`src/rtl/ifu_pkg.sv`:
```
// Shared types and constants for the instruction fetch unit.
package ifu_pkg;
  localparam int INSTR_W = 32;
  localparam int PC_W    = 32;
  localparam logic [PC_W-1:0] DEFAULT_RESET_PC = 32'h0000_0000;

  typedef enum logic [1:0] {IDLE, REQ, DROP} ifu_state_e;

  typedef struct packed {
    logic [PC_W-1:0]    pc;
    logic [INSTR_W-1:0] instr;
  } ifu_entry_t;

  function automatic logic [PC_W-1:0] word_align(input logic [PC_W-1:0] a);
    return {a[PC_W-1:2], 2'b00};
  endfunction
endpackage

```
`src/rtl/ifu_fifo.sv`:
```
// Synchronous instruction buffer of {pc, instr} entries; flush wins over push/pop.
module ifu_fifo
  import ifu_pkg::*;
#(
  parameter int DEPTH = 4
) (
  input  logic                         clk_i,
  input  logic                         rst_i,
  input  logic                         push_i,
  input  logic                         pop_i,
  input  logic                         flush_i,
  input  ifu_entry_t                   wdata_i,
  output ifu_entry_t                   head_o,
  output logic [$clog2(DEPTH+1)-1:0]   count_o
);
  localparam int AW = $clog2(DEPTH);
  localparam int CW = $clog2(DEPTH+1);

  ifu_entry_t        mem_q [DEPTH];
  logic [AW-1:0]     wr_q, rd_q;
  logic [CW-1:0]     cnt_q;

  // Storage is cleared on reset so the head reads as zero out of reset.
  always_ff @(posedge clk_i or negedge rst_i) begin
    if (!rst_i) begin
      wr_q  <= '0;
      rd_q  <= '0;
      cnt_q <= '0;
      for (int i = 0; i < DEPTH; i++) mem_q[i] <= '0;
    end else if (flush_i) begin
      wr_q  <= '0;
      rd_q  <= '0;
      cnt_q <= '0;
    end else begin
      if (push_i) begin
        mem_q[wr_q] <= wdata_i;
        wr_q        <= wr_q + AW'(1);
      end
      if (pop_i) rd_q <= rd_q + AW'(1);
      cnt_q <= cnt_q + CW'(push_i) - CW'(pop_i);
    end
  end

  assign head_o  = mem_q[rd_q];
  assign count_o = cnt_q;
endmodule

```
`src/rtl/instr_fetch_unit.sv`:
```
// Instruction fetch FSM feeding ifu_fifo; one memory request in flight at a time.
// Optional IFU_BYPASS_EN forwards an ack straight to the outputs when the buffer is empty.
module instr_fetch_unit
  import ifu_pkg::*;
#(
  parameter int              DEPTH    = 4,
  parameter logic [PC_W-1:0] RESET_PC = DEFAULT_RESET_PC
) (
  input  logic                       clk_i,
  input  logic                       rst_i,
  input  logic                       redirect_i,
  input  logic [PC_W-1:0]            redirect_pc_i,
  output logic                       mem_req_o,
  output logic [PC_W-1:0]            mem_addr_o,
  input  logic                       mem_ack_i,
  input  logic [INSTR_W-1:0]         mem_rdata_i,
  output logic                       instr_valid_o,
  output logic [INSTR_W-1:0]         instr_o,
  output logic [PC_W-1:0]            instr_pc_o,
  input  logic                       instr_ready_i,
  output logic [$clog2(DEPTH+1)-1:0] count_o
);
  localparam int CW = $clog2(DEPTH+1);

  ifu_state_e      state_q, state_d;
  logic [PC_W-1:0] fetch_pc_q, fetch_pc_d;
  logic [PC_W-1:0] addr_q, addr_d;
  ifu_entry_t      head;
  logic [CW-1:0]   fifo_cnt;
  logic [CW:0]     cnt_nxt;
  logic            fifo_vld, ack_take, byp_vld, byp_take, push, pop, room;

  assign fifo_vld = (fifo_cnt != '0);
  assign ack_take = (state_q == REQ) && mem_ack_i && !redirect_i;
`ifdef IFU_BYPASS_EN
  assign byp_vld  = ack_take && !fifo_vld;
`else
  assign byp_vld  = 1'b0;
`endif
  assign byp_take = byp_vld && instr_ready_i;
  assign push     = ack_take && !byp_take;
  assign pop      = fifo_vld && instr_ready_i && !redirect_i;
  // Occupancy after this edge; a new request is only launched when its slot is guaranteed.
  assign cnt_nxt  = {1'b0, fifo_cnt} + (CW+1)'(push) - (CW+1)'(pop);
  assign room     = cnt_nxt < (CW+1)'(DEPTH);

  always_comb begin
    state_d    = state_q;
    fetch_pc_d = fetch_pc_q;
    addr_d     = addr_q;
    unique case (state_q)
      IDLE: begin
        if (redirect_i) begin
          fetch_pc_d = word_align(redirect_pc_i);
        end else if (room) begin
          state_d = REQ;
          addr_d  = fetch_pc_q;
        end
      end
      REQ: begin
        if (redirect_i) begin
          fetch_pc_d = word_align(redirect_pc_i);
          state_d    = mem_ack_i ? IDLE : DROP;
        end else if (mem_ack_i) begin
          fetch_pc_d = fetch_pc_q + 32'd4;
          if (room) begin
            addr_d = fetch_pc_q + 32'd4;
          end else begin
            state_d = IDLE;
          end
        end
      end
      DROP: begin
        if (redirect_i) fetch_pc_d = word_align(redirect_pc_i);
        if (mem_ack_i)  state_d    = IDLE;
      end
      default: state_d = IDLE;
    endcase
  end

  always_ff @(posedge clk_i or negedge rst_i) begin
    if (!rst_i) begin
      state_q    <= IDLE;
      fetch_pc_q <= RESET_PC;
      addr_q     <= '0;
    end else begin
      state_q    <= state_d;
      fetch_pc_q <= fetch_pc_d;
      addr_q     <= addr_d;
    end
  end

  ifu_fifo #(.DEPTH(DEPTH)) u_fifo (
    .clk_i   (clk_i),
    .rst_i   (rst_i),
    .push_i  (push),
    .pop_i   (pop),
    .flush_i (redirect_i),
    .wdata_i ('{pc: addr_q, instr: mem_rdata_i}),
    .head_o  (head),
    .count_o (fifo_cnt)
  );

  assign mem_req_o     = (state_q != IDLE);
  assign mem_addr_o    = addr_q;
  assign instr_valid_o = fifo_vld || byp_vld;
  assign instr_o       = byp_vld ? mem_rdata_i : head.instr;
  assign instr_pc_o    = byp_vld ? addr_q      : head.pc;
  assign count_o       = fifo_cnt;
endmodule

```
`config.mk`:
```
export PLATFORM = sky130hd
export DESIGN_NAME = instr_fetch_unit
export DESIGN_NICKNAME = d
export VERILOG_FILES = /design/src/rtl/ifu_pkg.sv /design/src/rtl/ifu_fifo.sv /design/src/rtl/instr_fetch_unit.sv
export SDC_FILE = /design/constraint.sdc
export NUM_CORES = 1
export LEC_CHECK = 0
export BUFFER_PORTS_ARGS = -buffer_cell sky130_fd_sc_hd__clkbuf_2
export CORE_MARGIN = 2
export CORE_UTILIZATION = 50
export DETAILED_ROUTE_END_ITERATION = 16
export GPL_ROUTABILITY_DRIVEN = 1
export GPL_TIMING_DRIVEN = 0
export PLACE_DENSITY = 0.74
export SYNTH_ARGS = -nofsm -noshare
export SYNTH_HDL_FRONTEND = slang
export SYNTH_SLANG_ARGS = --single-unit
```
`constraint.sdc`:
```
create_clock -name clk_i -period 8 [get_ports clk_i]
set_clock_uncertainty 0.1 [all_clocks]
set_input_delay 0.4 -clock clk_i [delete_from_list [all_inputs] [get_ports clk_i]]
set_output_delay 0.4 -clock clk_i [all_outputs]
set_load 0.005 [all_outputs]
```
# --- Word level (Yosys, flattened, before mapping) ---
# Cells that the tools add are included.
word_totals:
  register_bits: 329
  output_inout_bits: 101
  word_cells: 86
classes:
  addsub: 7
  n_lt_le_gt_ge: 4
  eq_ne: 11
  muxes: 29
  n_bitwise: 3
  reduce_logical: 18
ops:
  columns: ["operator", "n"]
  rows:
  - ["bitwise mux 256 bit", 1]
  - ["2-to-1 mux 32 bit", 8]
  - ["2-to-1 mux 64 bit", 3]
  - ["binary-select mux 64 bit (select 2 bit)", 1]
  - ["demux 64 bit (select 2 bit)", 1]
  - ["one-hot mux 32 bit (2 select lines)", 2]
  - ["adder 32 x 3 -> 32 bit, second input constant", 1]
  - ["2-to-1 mux 2 bit", 11]
  - ["!= test 2 bit, second input constant", 6]
  - ["nonzero test 2 bit", 5]
  - ["greater-or-equal comparator 3 bit, second input constant", 2]
  - ["!= test 3 bit, second input constant", 2]
  - ["NOT 2 -> 3 bit", 2]
  - ["one-hot mux 2 bit (3 select lines)", 1]
  - ["AND reduction 6 bit", 1]
  - ["logical AND 1 bit", 5]
  - ["AND reduction 5 bit", 1]
  - ["adder 2 x 1 -> 2 bit, second input constant", 2]
  - ["adder 3 x 1 -> 4 bit", 1]
  - ["< comparator 4 x 3 -> 1 bit, second input constant", 1]
  - ["subtractor 4 x 1 -> 4 bit", 1]
  - ["adder 3 x 1 -> 3 bit", 1]
  - ["< comparator 3 x 1 -> 1 bit, second input constant", 1]
  - ["2-to-1 mux 3 bit", 1]
  - ["other kinds (11)", 11]

# --- Longest topological paths before layout ---
depth:
  ltp_word: 10
  mapped_depth: 14
  mapped_depth_nobuf: 12

# --- Modules after synthesis ---
# Synthesis repeated with hierarchy kept, for this count alone.
hier_totals:
  hier_cells: 1096
  area_unflattened_um2: 16051.6
modules_own_cells:
  columns: ["module", "instances", "cells_each", "area_per_inst_um2"]
  rows:
  - ["ifu_fifo", 1, 657, 12339.3]
  - ["instr_fetch_unit", 1, 439, 3712.3]

# --- Worst setup path before layout ---
# OpenSTA, ideal clock, no wires.
synth_path:
  path_type: "register to register"
  startpoint: "register u_fifo.cnt_q[1] (netlist: u_fifo.count_o[1])"
  endpoint: "register addr_q[3] (netlist: mem_addr_o[3])"
  setup_time_ps: 141
  arrival_ps: 2645
  t_required_ps: 7759
  slack_ps: 5113
  path_stages_with_launch: 14
  path_buffers: 2
  synth_period_minus_slack_ps: 2887
  cell_sequence: "dfrtp_1 inv_1 nand3_1 nand2_1 nor2_1 ha_1 inv_1 ha_1 fa_1 xor2_1 nor4bb_1 clkbuf_1 clkbuf_1 a31oi_1"
synth_between:
  elab_chain_cells: 7
  elab_cells_between_ends: 9
  classes_between: "add/sub: 2; order compare: 1; eq/ne: 2; reduce/logical: 4"
synth_rtl:
  columns: ["element", "line", "text"]
  rows:
  - ["from (decl)", "ifu_fifo.sv:21", "logic [CW-1:0] cnt_q;"]
  - ["from (signal assigned)", "ifu_fifo.sv:40", "cnt_q <= cnt_q + CW'(push_i) - CW'(pop_i);"]
  - ["nonzero test 3 bit *", "instr_fetch_unit.sv:33", "assign fifo_vld = (fifo_cnt != '0);"]
  - ["net instr_valid_o", "instr_fetch_unit.sv:17", "output logic instr_valid_o,"]
  - ["logical AND 1 bit * (2 in series)", "instr_fetch_unit.sv:42", "assign pop = fifo_vld && instr_ready_i && !redirect_i;"]
  - ["subtractor 4 x 1 -> 4 bit *", "instr_fetch_unit.sv:44", "assign cnt_nxt = {1'b0, fifo_cnt} + (CW+1)'(push) - (CW+1)'(pop);"]
  - ["< comparator 4 x 3 -> 1 bit *", "instr_fetch_unit.sv:45", "assign room = cnt_nxt < (CW+1)'(DEPTH);"]
  - ["!= test 2 bit (no line)", null, null]
  - ["AND reduction 6 bit (no line) *", null, null]
  - ["to (signal assigned)", "instr_fetch_unit.sv:89", "addr_q <= addr_d;"]
  - ["to (decl)", "instr_fetch_unit.sv:27", "logic [PC_W-1:0] addr_q, addr_d;"]
# The timed path passes the listed nets; every way through them passes the cells marked *.
# A chain may end at the register's enable or synchronous reset.

# --- Final worst setup path ---
layout_path:
  startpoint: "register state_q[0]"
  endpoint: "register addr_q[17] (netlist: mem_addr_o[17])"
layout_between:
  elab_chain_cells: 8
  elab_cells_between_ends: 15
  classes_between: "add/sub: 2; order compare: 1; eq/ne: 6; mux: 1; reduce/logical: 5"
layout_rtl:
  columns: ["element", "line", "text"]
  rows:
  - ["from (decl)", "instr_fetch_unit.sv:25", "ifu_state_e state_q, state_d;"]
  - ["from (signal assigned)", "instr_fetch_unit.sv:87", "state_q <= state_d;"]
  - ["== test 2 x 1 -> 1 bit", "instr_fetch_unit.sv:34, instr_fetch_unit.sv:51", null]
  - ["logical AND 1 bit (2 in series)", "instr_fetch_unit.sv:34", "assign ack_take = (state_q == REQ) && mem_ack_i && !redirect_i;"]
  - ["adder 3 x 1 -> 4 bit", "instr_fetch_unit.sv:44", null]
  - ["subtractor 4 x 1 -> 4 bit", "instr_fetch_unit.sv:44", null]
  - ["< comparator 4 x 3 -> 1 bit", "instr_fetch_unit.sv:45", null]
  - ["!= test 2 bit (no line)", null, null]
  - ["AND reduction 6 bit (no line)", null, null]
# Several ways; a longest one is shown, not always the timed one.

==> reports/qor.csv <==
metric,value,unit
clock.fmax,296,MHz
clock-sinks,317,
drt-pass1-iter-count,5,
hold_class,in2reg,
nets,1369,
ios,170,
synth-compound-area-share,0.0519,
holdPathStages,2,
place.gp.congestion,0.917,
worst_pin_slew,0.964,ns
ant_nets,0,
grt-ovfl-total,0,
worst_setup_path_end_kind,flip-flop,
postRouteWirelength,33500,µm
rr_endpoint,mem_addr_o[17],
clockBufferDepth,3,
drt_iter0_drc,654,
core_area,0.0289,mm²
worstPathRequired,8.27,ns
dr_total_vias,9671,
worstSetupPathType,reg2reg,
synth-main-ff-cell,dfrtp_1,
hold-worst-slack,0.0229,ns
clk_pin_slew_worst_paths,0.06,ns
status,"finished, final reports clean",
track_usage,0.222,
yosysSeqAreaShare,0.538,
switchingPower,1.97,mW
cts_tree,built,
cp-start-kind,flip-flop,
synth_simple_gate_area_frac,0.0653,
drive_gt1_frac,0.435,
syn_to_final_growth,17.5,%
avgSynthCellArea,13.6,µm²
h-tree-depth,2,
grt_pass1_wl,54300,µm
synth_fa_ha_area_frac,0.00985,
avgRoutedWirePerCell,19.8,µm
combPwrFrac,0.336,
start_util,0.511,
slew_viol_final,0,
swShare,0.322,
numPortBuffers,163,
die_w,176,µm
worstReg2RegStart,state_q[0],
fillers,2286,
cap_violations,0,
syn_area,0.0147,mm²
num_antenna_cells,0,
fin_crit_sh,0.423,
yosys_register_bits,317,
hp-start,mem_ack_i,
min_to,state_q[1],
ys_types,58,
rsz0062_at_grt,false,
via_per_inst,5.71,
synth_edf_count,0,
power_frac_seq,0.393,
route.detailed.drc,0,
antenna_found_initial,0,
ir_drop,0.215,mV
clk_latency,0.51,ns
cts_inserted_buffers,36,
finalCriticalPeriod,3.38,ns
async_reset_ff_frac,1.00,
cts-root-buf,clkbuf_16,
dp_hpwl,23000,µm
r2r_cells,12,
pwr-share-clk,0.271,
utilization,0.600,
syn_inst,1082,
synth_top_family_by_area,multiplexers,
yosysWarnings,0,
power_leakage,7.99,nW
fp-row-count,62,
die_area,0.0309,mm²
p_int,4.14,mW
timing_hold_violations_final,0,
grt_max_degree,112,
synth_mux_area_frac,0.285,
relSlewSlack,0.351,
r2r_slack,4.62,ns
grt_pass1_vias,9937,
worstPathArrival,3.65,ns
cp_max_fo,10,
die_height,176,µm
synth_xor_area_frac,0.0196,
setup_viol,0,
power.density,353,mW/mm²
[sequential cells by signal, indices dropped and copies added, names as in the netlist]
register        cells
u_fifo.wr_q         2
fetch_pc_q         30
u_fifo.rd_q         2
u_fifo.count_o      3
state_q             2
mem_addr_o         30
u_fifo.mem_q      248
[worst max-delay path by stage]
stage | start | endpoint | slack [ns] | depth (start not counted)
after floorplan | u_fifo.count_o[1] | mem_addr_o[3] | 5.11 | 13
after global placement | rst_i | u_fifo.mem_q[109] | -0.28 | 1
after detailed placement | state_q[0] | mem_addr_o[17] | 4.59 | 12
after CTS | state_q[0] | mem_addr_o[17] | 4.56 | 12
after global routing | state_q[0] | mem_addr_o[15] | 4.38 | 12
final | state_q[0] | mem_addr_o[17] | 4.62 | 12
[cell type report]
| class | count | area, µm² | share of cell area |
|---|---|---|---|
| clock buffer | 49 | 1030 | 0.0595 |
| sequential | 317 | 7930 | 0.458 |
| tap | 384 | 480 | 0.0277 |
| inverter | 9 | 33.8 | 0.00195 |
| timing repair buffer | 166 | 890 | 0.0514 |
| buffer | 84 | 409 | 0.0236 |
| multi-input combinational | 675 | 6380 | 0.368 |
| clock inverter | 11 | 164 | 0.00947 |
[worst max-delay path: stages (launching register included)]
cell	delay, ns
dfrtp_1	0.35
buf_2	0.16
nand2b_1	0.08
clkbuf_1	0.31
nor3b_1	0.10
buf_4	0.19
ha_1	0.23
fa_1	0.39
xor2_1	0.24
nor4bb_1	0.25
clkbuf_1	0.28
clkbuf_1	0.42
a21oi_1	0.13
[synth_stat cells, types with 4 or more instances]
cell / instances / share of area
buf_4: 7 / 0.0036
nand2_1: 36 / 0.0092
a21oi_1: 67 / 0.023
nand4_1: 11 / 0.0047
clkbuf_1: 30 / 0.0076
nand2_2: 4 / 0.0017
o22ai_1: 10 / 0.0042
xnor2_1: 18 / 0.011
dfrtp_1: 317 / 0.54
o31ai_1: 5 / 0.0025
o21ai_0: 18 / 0.0061
ha_1: 10 / 0.0085
and3_1: 5 / 0.0021
inv_1: 9 / 0.0023
buf_2: 41 / 0.014
a2bb2oi_1: 4 / 0.0024
nor3_1: 6 / 0.0020
a31oi_1: 4 / 0.0017
nor4_1: 9 / 0.0038
mux2_1: 21 / 0.016
nor2_1: 64 / 0.016
nand3_1: 25 / 0.0085
mux4_2: 62 / 0.095
xor2_1: 15 / 0.0089
nor2b_1: 5 / 0.0021
mux2_2: 227 / 0.17
[per-stage QoR]
stage | setup WS, ns | total power [mW] | TNS (ns) | instance area (µm²) | instances
2_1_floorplan | 5.11 | 3.69 | 0 | 14800 | 1085
3_3_place_gp | -0.277 | 4.43 | -72.13 | 16000 | 1632
3_5_place_dp | 4.59 | 4.50 | 0 | 16100 | 1634
4_1_cts | 4.56 | 6.18 | 0 | 17300 | 1695
5_1_grt | 4.38 | 6.49 | 0 | 17300 | 1695
6_report | 4.62 | 6.11 | 0 | 17300 | 1695
[cells in the final DEF, fill, tap and decap left out, types with 10 or more instances in the layout]
cell type | netlist | layout
a21oi_1 | 67 | 67
buf_2 | 41 | 41
clkbuf_1 | 30 | 36
clkbuf_16 | 0 | 37
clkbuf_2 | 1 | 163
dfrtp_1 | 317 | 317
ha_1 | 10 | 10
mux2_1 | 21 | 21
mux2_2 | 227 | 227
mux4_2 | 62 | 62
nand2_1 | 36 | 36
nand3_1 | 25 | 25
nand4_1 | 11 | 11
nor2_1 | 64 | 64
o21ai_0 | 18 | 18
o22ai_1 | 10 | 10
xnor2_1 | 18 | 18
xor2_1 | 15 | 15
[repair_timing]
| item | 4_1_cts | 5_1_grt |
|---|---|---|
| buffers inserted | 0 | 0 |
| hold endpoints to repair | 101 | 0 |
| gates resized for setup | 0 | 0 |
| hold buffers | 1 | 0 |
[per-layer routing]
layer / GRT usage / vias to the layer above / wire [µm]
li1: - / 4394 / -
met1: 0.304 / 4918 / 14500
met2: 0.368 / 314 / 16300
met3: 0.0390 / 45 / 2040
met4: 0.0627 / 0 / 677
met5: 0 / - / 0
[power by group through the flow]
stage | combinational [mW] | clock, mW | sequential [mW]
3_3_place_gp | 2.02 | 0 | 2.40
5_1_grt | 2.26 | 1.77 | 2.47
6_report | 2.06 | 1.65 | 2.40
3_5_place_dp | 2.07 | 0 | 2.43
2_1_floorplan | 1.38 | 0 | 2.31
4_1_cts | 2.08 | 1.70 | 2.40
[logic make-up after synthesis]
family                   count (synthesis)
adder cells (fa/ha/maj)                 11
AO/OA/AOI/OAI                          129
multiplexers                           311
AND/OR/NAND/NOR                        187
flip-flops                             317
other                                    1
buffers and inverters                   93
XOR/XNOR                                33
No activity file was read; power rests on OpenSTA's default activity.
